`src/rtl/rv_alu_mc.sv`:
```
// rv_alu_mc: RV32I ALU plus iterative RV32M multiply/divide behind valid/ready handshakes.
// Multiply is shift-add on magnitudes, divide is restoring; both spend WIDTH cycles in CALC.
module rv_alu_mc #(
    parameter int WIDTH    = 32,
    parameter bit ENABLE_M = 1'b1
) (
    input  logic             clk,
    input  logic             rst_n,
    input  logic             in_valid,
    output logic             in_ready,
    input  logic [6:0]       opcode,
    input  logic [2:0]       funct3,
    input  logic [6:0]       funct7,
    input  logic [WIDTH-1:0] op1,
    input  logic [WIDTH-1:0] op2,
    output logic             out_valid,
    input  logic             out_ready,
    output logic [WIDTH-1:0] rez,
    output logic             busy
);
    localparam int SHW = $clog2(WIDTH);
    localparam logic [SHW-1:0]   CNT_LAST = '1;
    localparam logic [WIDTH-1:0] MOST_NEG = {1'b1, {(WIDTH-1){1'b0}}};

    typedef enum logic [1:0] {IDLE, CALC, DONE} state_t;

    state_t             state_q, state_d;
    logic [SHW-1:0]     cnt_q, cnt_d;
    logic [2*WIDTH-1:0] acc_q, acc_d;
    logic [2*WIDTH-1:0] opa_q, opa_d;
    logic [WIDTH-1:0]   opb_q, opb_d;
    logic               neg_q, neg_d;
    logic               hi_q, hi_d;
    logic               div_q, div_d;
    logic [WIDTH-1:0]   rez_q, rez_d;

    function automatic logic [WIDTH-1:0] cond_neg(input logic [WIDTH-1:0] v, input logic n);
        return n ? -v : v;
    endfunction

    logic               is_op, is_imm, m_enc, is_m, base_op, add_op;
    logic               f_mul, f_rem, s1, s2, div_zero, div_ovf, div_spec;
    logic [SHW-1:0]     shamt;
    logic [WIDTH-1:0]   alu_res, spec_res, mag1, mag2;

    always_comb begin
        is_op    = (opcode == 7'b0110011);
        is_imm   = (opcode == 7'b0010011);
        m_enc    = is_op && (funct7 == 7'b0000001);
        is_m     = ENABLE_M && m_enc;
        base_op  = is_imm || (is_op && !m_enc);
        add_op   = (opcode == 7'b0000011) || (opcode == 7'b0100011) || (opcode == 7'b1100111) ||
                   (opcode == 7'b1101111) || (opcode == 7'b0010111) || (opcode == 7'b1100011);
        shamt    = op2[SHW-1:0];
        alu_res  = op1;
        if (base_op) begin
            case (funct3)
                3'b000:  alu_res = (is_op && funct7[5]) ? op1 - op2 : op1 + op2;
                3'b001:  alu_res = op1 << shamt;
                3'b010:  alu_res = {{(WIDTH-1){1'b0}}, ($signed(op1) < $signed(op2))};
                3'b011:  alu_res = {{(WIDTH-1){1'b0}}, (op1 < op2)};
                3'b100:  alu_res = op1 ^ op2;
                3'b101:  alu_res = funct7[5] ? WIDTH'($signed(op1) >>> shamt) : op1 >> shamt;
                3'b110:  alu_res = op1 | op2;
                default: alu_res = op1 & op2;
            endcase
        end else if (add_op) begin
            alu_res = op1 + op2;
        end

        // Signedness per M op: MULH both, MULHSU op1 only, DIV/REM both, unsigned forms none.
        f_mul    = !funct3[2];
        f_rem    = funct3[1];
        s1       = op1[WIDTH-1] && (f_mul ? (funct3 == 3'b001 || funct3 == 3'b010) : !funct3[0]);
        s2       = op2[WIDTH-1] && (f_mul ? (funct3 == 3'b001) : !funct3[0]);
        mag1     = cond_neg(op1, s1);
        mag2     = cond_neg(op2, s2);
        div_zero = (op2 == '0);
        div_ovf  = !funct3[0] && (op1 == MOST_NEG) && (op2 == '1);
        div_spec = !f_mul && (div_zero || div_ovf);
        spec_res = div_zero ? (f_rem ? op1 : '1) : (f_rem ? '0 : op1);
    end

    logic [2*WIDTH-1:0] mul_sum, mul_fin, div_nxt;
    logic [WIDTH:0]     rem_sh, rem_dif;
    logic [WIDTH-1:0]   div_val, fin_res;

    // acc holds the product for multiply, {remainder, dividend/quotient} for divide.
    always_comb begin
        mul_sum = acc_q + (opb_q[0] ? opa_q : '0);
        mul_fin = neg_q ? -mul_sum : mul_sum;
        rem_sh  = {acc_q[2*WIDTH-1:WIDTH], acc_q[WIDTH-1]};
        rem_dif = rem_sh - {1'b0, opa_q[WIDTH-1:0]};
        div_nxt = rem_dif[WIDTH] ? {rem_sh[WIDTH-1:0], acc_q[WIDTH-2:0], 1'b0}
                                 : {rem_dif[WIDTH-1:0], acc_q[WIDTH-2:0], 1'b1};
        div_val = hi_q ? div_nxt[2*WIDTH-1:WIDTH] : div_nxt[WIDTH-1:0];
        fin_res = div_q ? cond_neg(div_val, neg_q)
                        : (hi_q ? mul_fin[2*WIDTH-1:WIDTH] : mul_fin[WIDTH-1:0]);
    end

    always_comb begin
        state_d   = state_q;
        cnt_d     = cnt_q;
        acc_d     = acc_q;
        opa_d     = opa_q;
        opb_d     = opb_q;
        neg_d     = neg_q;
        hi_d      = hi_q;
        div_d     = div_q;
        rez_d     = rez_q;
        in_ready  = 1'b0;
        out_valid = 1'b0;
        busy      = 1'b0;
        case (state_q)
            IDLE: begin
                in_ready = 1'b1;
                if (in_valid) begin
                    if (is_m && !div_spec) begin
                        state_d = CALC;
                        cnt_d   = '0;
                        div_d   = !f_mul;
                        neg_d   = (!f_mul && f_rem) ? s1 : (s1 ^ s2);
                        hi_d    = f_mul ? (funct3 != 3'b000) : f_rem;
                        acc_d   = f_mul ? '0 : {{WIDTH{1'b0}}, mag1};
                        opa_d   = {{WIDTH{1'b0}}, (f_mul ? mag1 : mag2)};
                        opb_d   = mag2;
                    end else begin
                        state_d = DONE;
                        rez_d   = is_m ? spec_res : alu_res;
                    end
                end
            end
            CALC: begin
                busy  = 1'b1;
                cnt_d = cnt_q + SHW'(1);
                acc_d = div_q ? div_nxt : mul_sum;
                opa_d = div_q ? opa_q : {opa_q[2*WIDTH-2:0], 1'b0};
                opb_d = opb_q >> 1;
                if (cnt_q == CNT_LAST) begin
                    state_d = DONE;
                    rez_d   = fin_res;
                end
            end
            DONE: begin
                out_valid = 1'b1;
                if (out_ready) state_d = IDLE;
            end
            default: state_d = IDLE;
        endcase
    end

    always_ff @(posedge clk or negedge rst_n) begin
        if (!rst_n) begin
            state_q <= IDLE;
            cnt_q   <= '0;
            acc_q   <= '0;
            opa_q   <= '0;
            opb_q   <= '0;
            neg_q   <= 1'b0;
            hi_q    <= 1'b0;
            div_q   <= 1'b0;
            rez_q   <= '0;
        end else begin
            state_q <= state_d;
            cnt_q   <= cnt_d;
            acc_q   <= acc_d;
            opa_q   <= opa_d;
            opb_q   <= opb_d;
            neg_q   <= neg_d;
            hi_q    <= hi_d;
            div_q   <= div_d;
            rez_q   <= rez_d;
        end
    end

    assign rez = rez_q;

endmodule

```
`config.mk`:
```
export PLATFORM = sky130hd
export DESIGN_NAME = rv_alu_mc
export DESIGN_NICKNAME = d
export VERILOG_FILES = /design/src/rtl/rv_alu_mc.sv
export SDC_FILE = /design/constraint.sdc
export NUM_CORES = 2
export LEC_CHECK = 0
export CAP_MARGIN = 20
export CORE_AREA = 2 2 261 366
export DETAILED_ROUTE_END_ITERATION = 10
export DIE_AREA = 0 0 263 368
export REMOVE_ABC_BUFFERS = 1
export SYNTH_ARGS = -nofsm -noshare
export SYNTH_HDL_FRONTEND = slang
export SYNTH_SLANG_ARGS = --single-unit
export TNS_END_PERCENT = 1
```
`constraint.sdc`:
```
create_clock -name clk -period 10.23 [get_ports clk]
set_input_delay 2.046 -clock clk [delete_from_list [all_inputs] [get_ports clk]]
set_output_delay 2.046 -clock clk [all_outputs]
set_load 0.03 [all_outputs]
```
==> results.sh <==
export IMPL_cts_setup_buffers=0
export IMPL_core_area_um2=93500
export IMPL_async_flop_share_pct=100
export IMPL_end_kind="flop"
export IMPL_synth_area_leaders="dfrtp_1 (16%), ha_1 (7.7%), a21oi_1 (7.3%)"
export IMPL_period_minus_slack_ps=7550
export IMPL_clock_latency_ps=610
export IMPL_max_freq_mhz=132
export IMPL_cp_data_required_time_ps=10720
export IMPL_gp_congestion=1.06
export IMPL_cts_buffers=23
export IMPL_cp_arrival_ps=8040
export IMPL_initial_core_util_pct=34.8
export IMPL_cts_tree="yes"
export IMPL_synthFlopType="dfrtp_1"
export IMPL_area_growth_synth_to_final_pct=9.26
export IMPL_antenna_found_initial=3
export IMPL_slew_headroom_pct=14.1
export IMPL_slew_viol_final=0
export IMPL_first_pass_iters=8
export IMPL_synth_area_per_cell_um2=7.03
export IMPL_cts_repair_resized=0
export IMPL_hpwlAfterDp_mm=136
export IMPL_grt_util_met1_pct=37.3
export IMPL_synth_edf_count=0
export IMPL_yosys_area_top_type="dfrtp_1"
export IMPL_crit_type="in2reg"
export IMPL_finClkSkew_ps=54.6
export IMPL_die_area_um2=96800
export IMPL_grt_use_met3_pct=3.99
export IMPL_crit_family="simple AND/OR/NAND/NOR gates"
export IMPL_viasPerCell=6.63
export IMPL_ys_warn_count=0
export IMPL_ys_types=105
export IMPL_netlist_instances=4626
export IMPL_max_stage_delay_ps=850
export IMPL_nets=4809
export IMPL_setup_viol=0
export IMPL_clk_path_buf_depth=3
export IMPL_cts_sinks=202
export IMPL_grtUsageTotal_pct=34.7
export IMPL_ys_ff_latch=202
export IMPL_cpMostUsedCell="a21oi_1"
export IMPL_worstPathMaxFanout=96
export IMPL_crit_slowest_cell="buf_4"
export IMPL_rrSetupSlack_ps=3190
export IMPL_clkTransAtPathRegs_ps=70
export IMPL_yosysSeqAreaShare_pct=15.6
export IMPL_grt_remaining_overflow=0
export IMPL_outcome="finished clean"
export IMPL_fin_crit_sh_pct=73.8
export IMPL_power_density_nw_per_um2=211
export IMPL_p_leak_nw=14.2
export IMPL_grt_max_degree=133
export IMPL_finalHoldViolations=0
export IMPL_whs_ps=482
export IMPL_critical_path_cell_chain="clkdlybuf4s50_1, or4_1, nor4_1, nand4_1, nand3b_1, o31ai_1, a21oi_1, nand2_1, a21o_4, inv_1, o21ai_4, buf_4, a211oi_1, a21oi_1"
export IMPL_synth_top_area_share_pct=15.6
export IMPL_grt_first_pass_wirelength_mm=252
export IMPL_die_y_um=368
export IMPL_ant_nets=0
export IMPL_vias=38120
export IMPL_pin_count=120
export IMPL_tightest_slew_ps=1280
export IMPL_rows=133
export IMPL_cp_num_buf_inv=3
export IMPL_rsz0062_at_grt="false"
export IMPL_fin_setup_tns_ps=0
export IMPL_setup_worst_path_start_class="primary input"
export IMPL_busiest_layer="met2"
export IMPL_drc=0
export IMPL_h_tree_depth=1
export IMPL_hold_buffers=0
export IMPL_irDropWorstVdd_v=0.000131
export IMPL_grtUsageMet2_pct=59.5
export IMPL_drive_above_1_share_pct=6.52
export IMPL_syn_cell_area_um2=32500
export IMPL_wirelength_mm=174
export IMPL_worstHoldPathType="reg2reg"
export IMPL_drtIter0Drc=3465
export IMPL_grt_pass1_vias=37058
export IMPL_p_total_mw=7.48
export IMPL_cap_violations=0
export IMPL_port_buffers=119
export IMPL_routedWlPerCell_um=30.2
export IMPL_die_x_um=263
export IMPL_clockRootBuffer="clkbuf_16"
## state kept, by name, summed over array words and instances, names as in the netlist
name,cells
acc_q,64
opb_q,32
rez,32
state_q,2
hi_q,1
opa_q,64
neg_q,1
div_q,1
cnt_q,5
## layer usage
layer | vias to the layer above | part of all wire, %
li1 | 17036 | -
met1 | 18279 | 35
met2 | 2088 | 47
met3 | 713 | 6.9
met4 | 4 | 11
met5 | - | 0.011
## cells in the mapped netlist, types with 27 or more instances
cell type	instances
dfrtp_1	202
and3_1	32
o221ai_1	31
o211ai_1	78
and2_1	93
o21bai_1	27
mux2i_1	99
a21oi_1	476
buf_1	29
o31ai_1	50
nor4_1	41
a21o_1	69
o22ai_1	34
xor2_1	48
nor3_1	117
clkbuf_1	318
a31oi_1	69
nand4_1	87
inv_1	177
mux4_2	44
a22oi_1	29
o21ai_0	387
a211oi_1	142
ha_1	199
or3_1	39
a221oi_1	31
a22o_1	55
xnor2_1	168
nand3_1	74
nor2_1	467
o21a_1	35
nand2_1	445
## cell families (layout without fill, tap and decap cells)
family / Yosys count / count (layout) / synth area share (%)
other: 0 / 1 / 0
AND/OR/NAND/NOR: 1542 / 1542 / 22.5
buffers and inverters: 548 / 459 / 6.44
AO/OA/AOI/OAI: 1751 / 1751 / 34.9
multiplexers: 162 / 162 / 6.76
adder cells (fa/ha/maj): 205 / 205 / 7.97
XOR/XNOR: 216 / 216 / 5.82
flip-flops: 202 / 202 / 15.6
## cell usage in the layout (no fill, tap or decap), types with 29 or more instances in the layout
| master | netlist | final |
|---|---|---|
| mux2i_1 | 99 | 99 |
| o31ai_1 | 50 | 49 |
| or3_1 | 39 | 39 |
| and3_1 | 32 | 32 |
| a21oi_1 | 476 | 475 |
| o21ai_0 | 387 | 387 |
| ha_1 | 199 | 199 |
| and2_1 | 93 | 93 |
| nor2_1 | 467 | 463 |
| o21a_1 | 35 | 35 |
| nor3_1 | 117 | 116 |
| a221oi_1 | 31 | 31 |
| clkdlybuf4s50_1 | 0 | 112 |
| nand4_1 | 87 | 87 |
| o221ai_1 | 31 | 31 |
| xnor2_1 | 168 | 168 |
| dfrtp_1 | 202 | 199 |
| a22o_1 | 55 | 55 |
| buf_4 | 1 | 113 |
| nor4_1 | 41 | 41 |
| nand2_1 | 445 | 445 |
| xor2_1 | 48 | 48 |
| nand3_1 | 74 | 73 |
| o22ai_1 | 34 | 34 |
| o211ai_1 | 78 | 78 |
| a211oi_1 | 142 | 140 |
| a22oi_1 | 29 | 29 |
| mux4_2 | 44 | 44 |
| a21o_1 | 69 | 68 |
| inv_1 | 177 | 176 |
| a31oi_1 | 69 | 69 |
## worst register-to-register path, delay by kind of cell, from the launching register on
kind | cells | cell delay, ps
simple gates | 6 | 2150
buf+inv | 1 | 550
flops | 1 | 370
xor+xnor | 2 | 820
fa+ha+maj | 1 | 320
compound gates | 5 | 2720
## area by class of cell
type / count / area, µm²
antenna: 1 / 2.50
clock buffer: 29 / 628
inverter: 184 / 696
timing repair buffer: 234 / 2060
multi-input combinational: 3876 / 25400
clock inverter: 12 / 106
tap: 1215 / 1520
fill: 10072 / 58000
sequential: 202 / 5060
## metrics by stage
step           cells  util, %  setup WS (ps)  cell area, µm²
6_report        5753     38.0           2680           35500
5_1_grt         5752     38.0           2430           35500
4_1_cts         5748     37.9           3070           35500
3_5_place_dp    5707     37.1           2460           34700
3_3_place_gp    5706     37.1           2600           34700
2_1_floorplan   4262        -            646           31100
## worst paths after layout
check,endpoint,start,depth (start not counted)
worst max-delay path,opa_q[4],op2[7],14
worst min-delay path,opb_q[9],opb_q[9],2
worst max register to register,rez[12],opb_q[0],15
worst min register to register,opb_q[9],opb_q[9],2
max in group asynchronous,div_q,rst_n,2
min in group asynchronous,acc_q[32],rst_n,1
## where the power goes
| part | internal, mW | leakage (nW) | switching [mW] |
|---|---|---|---|
| registers | 1.01 | 2.50 | 0.322 |
| clock network | 0.464 | 0.364 | 0.411 |
| logic | 1.75 | 11.4 | 3.53 |
| total | 3.22 | 14.2 | 4.26 |
Power figures use the tool's default switching activity.
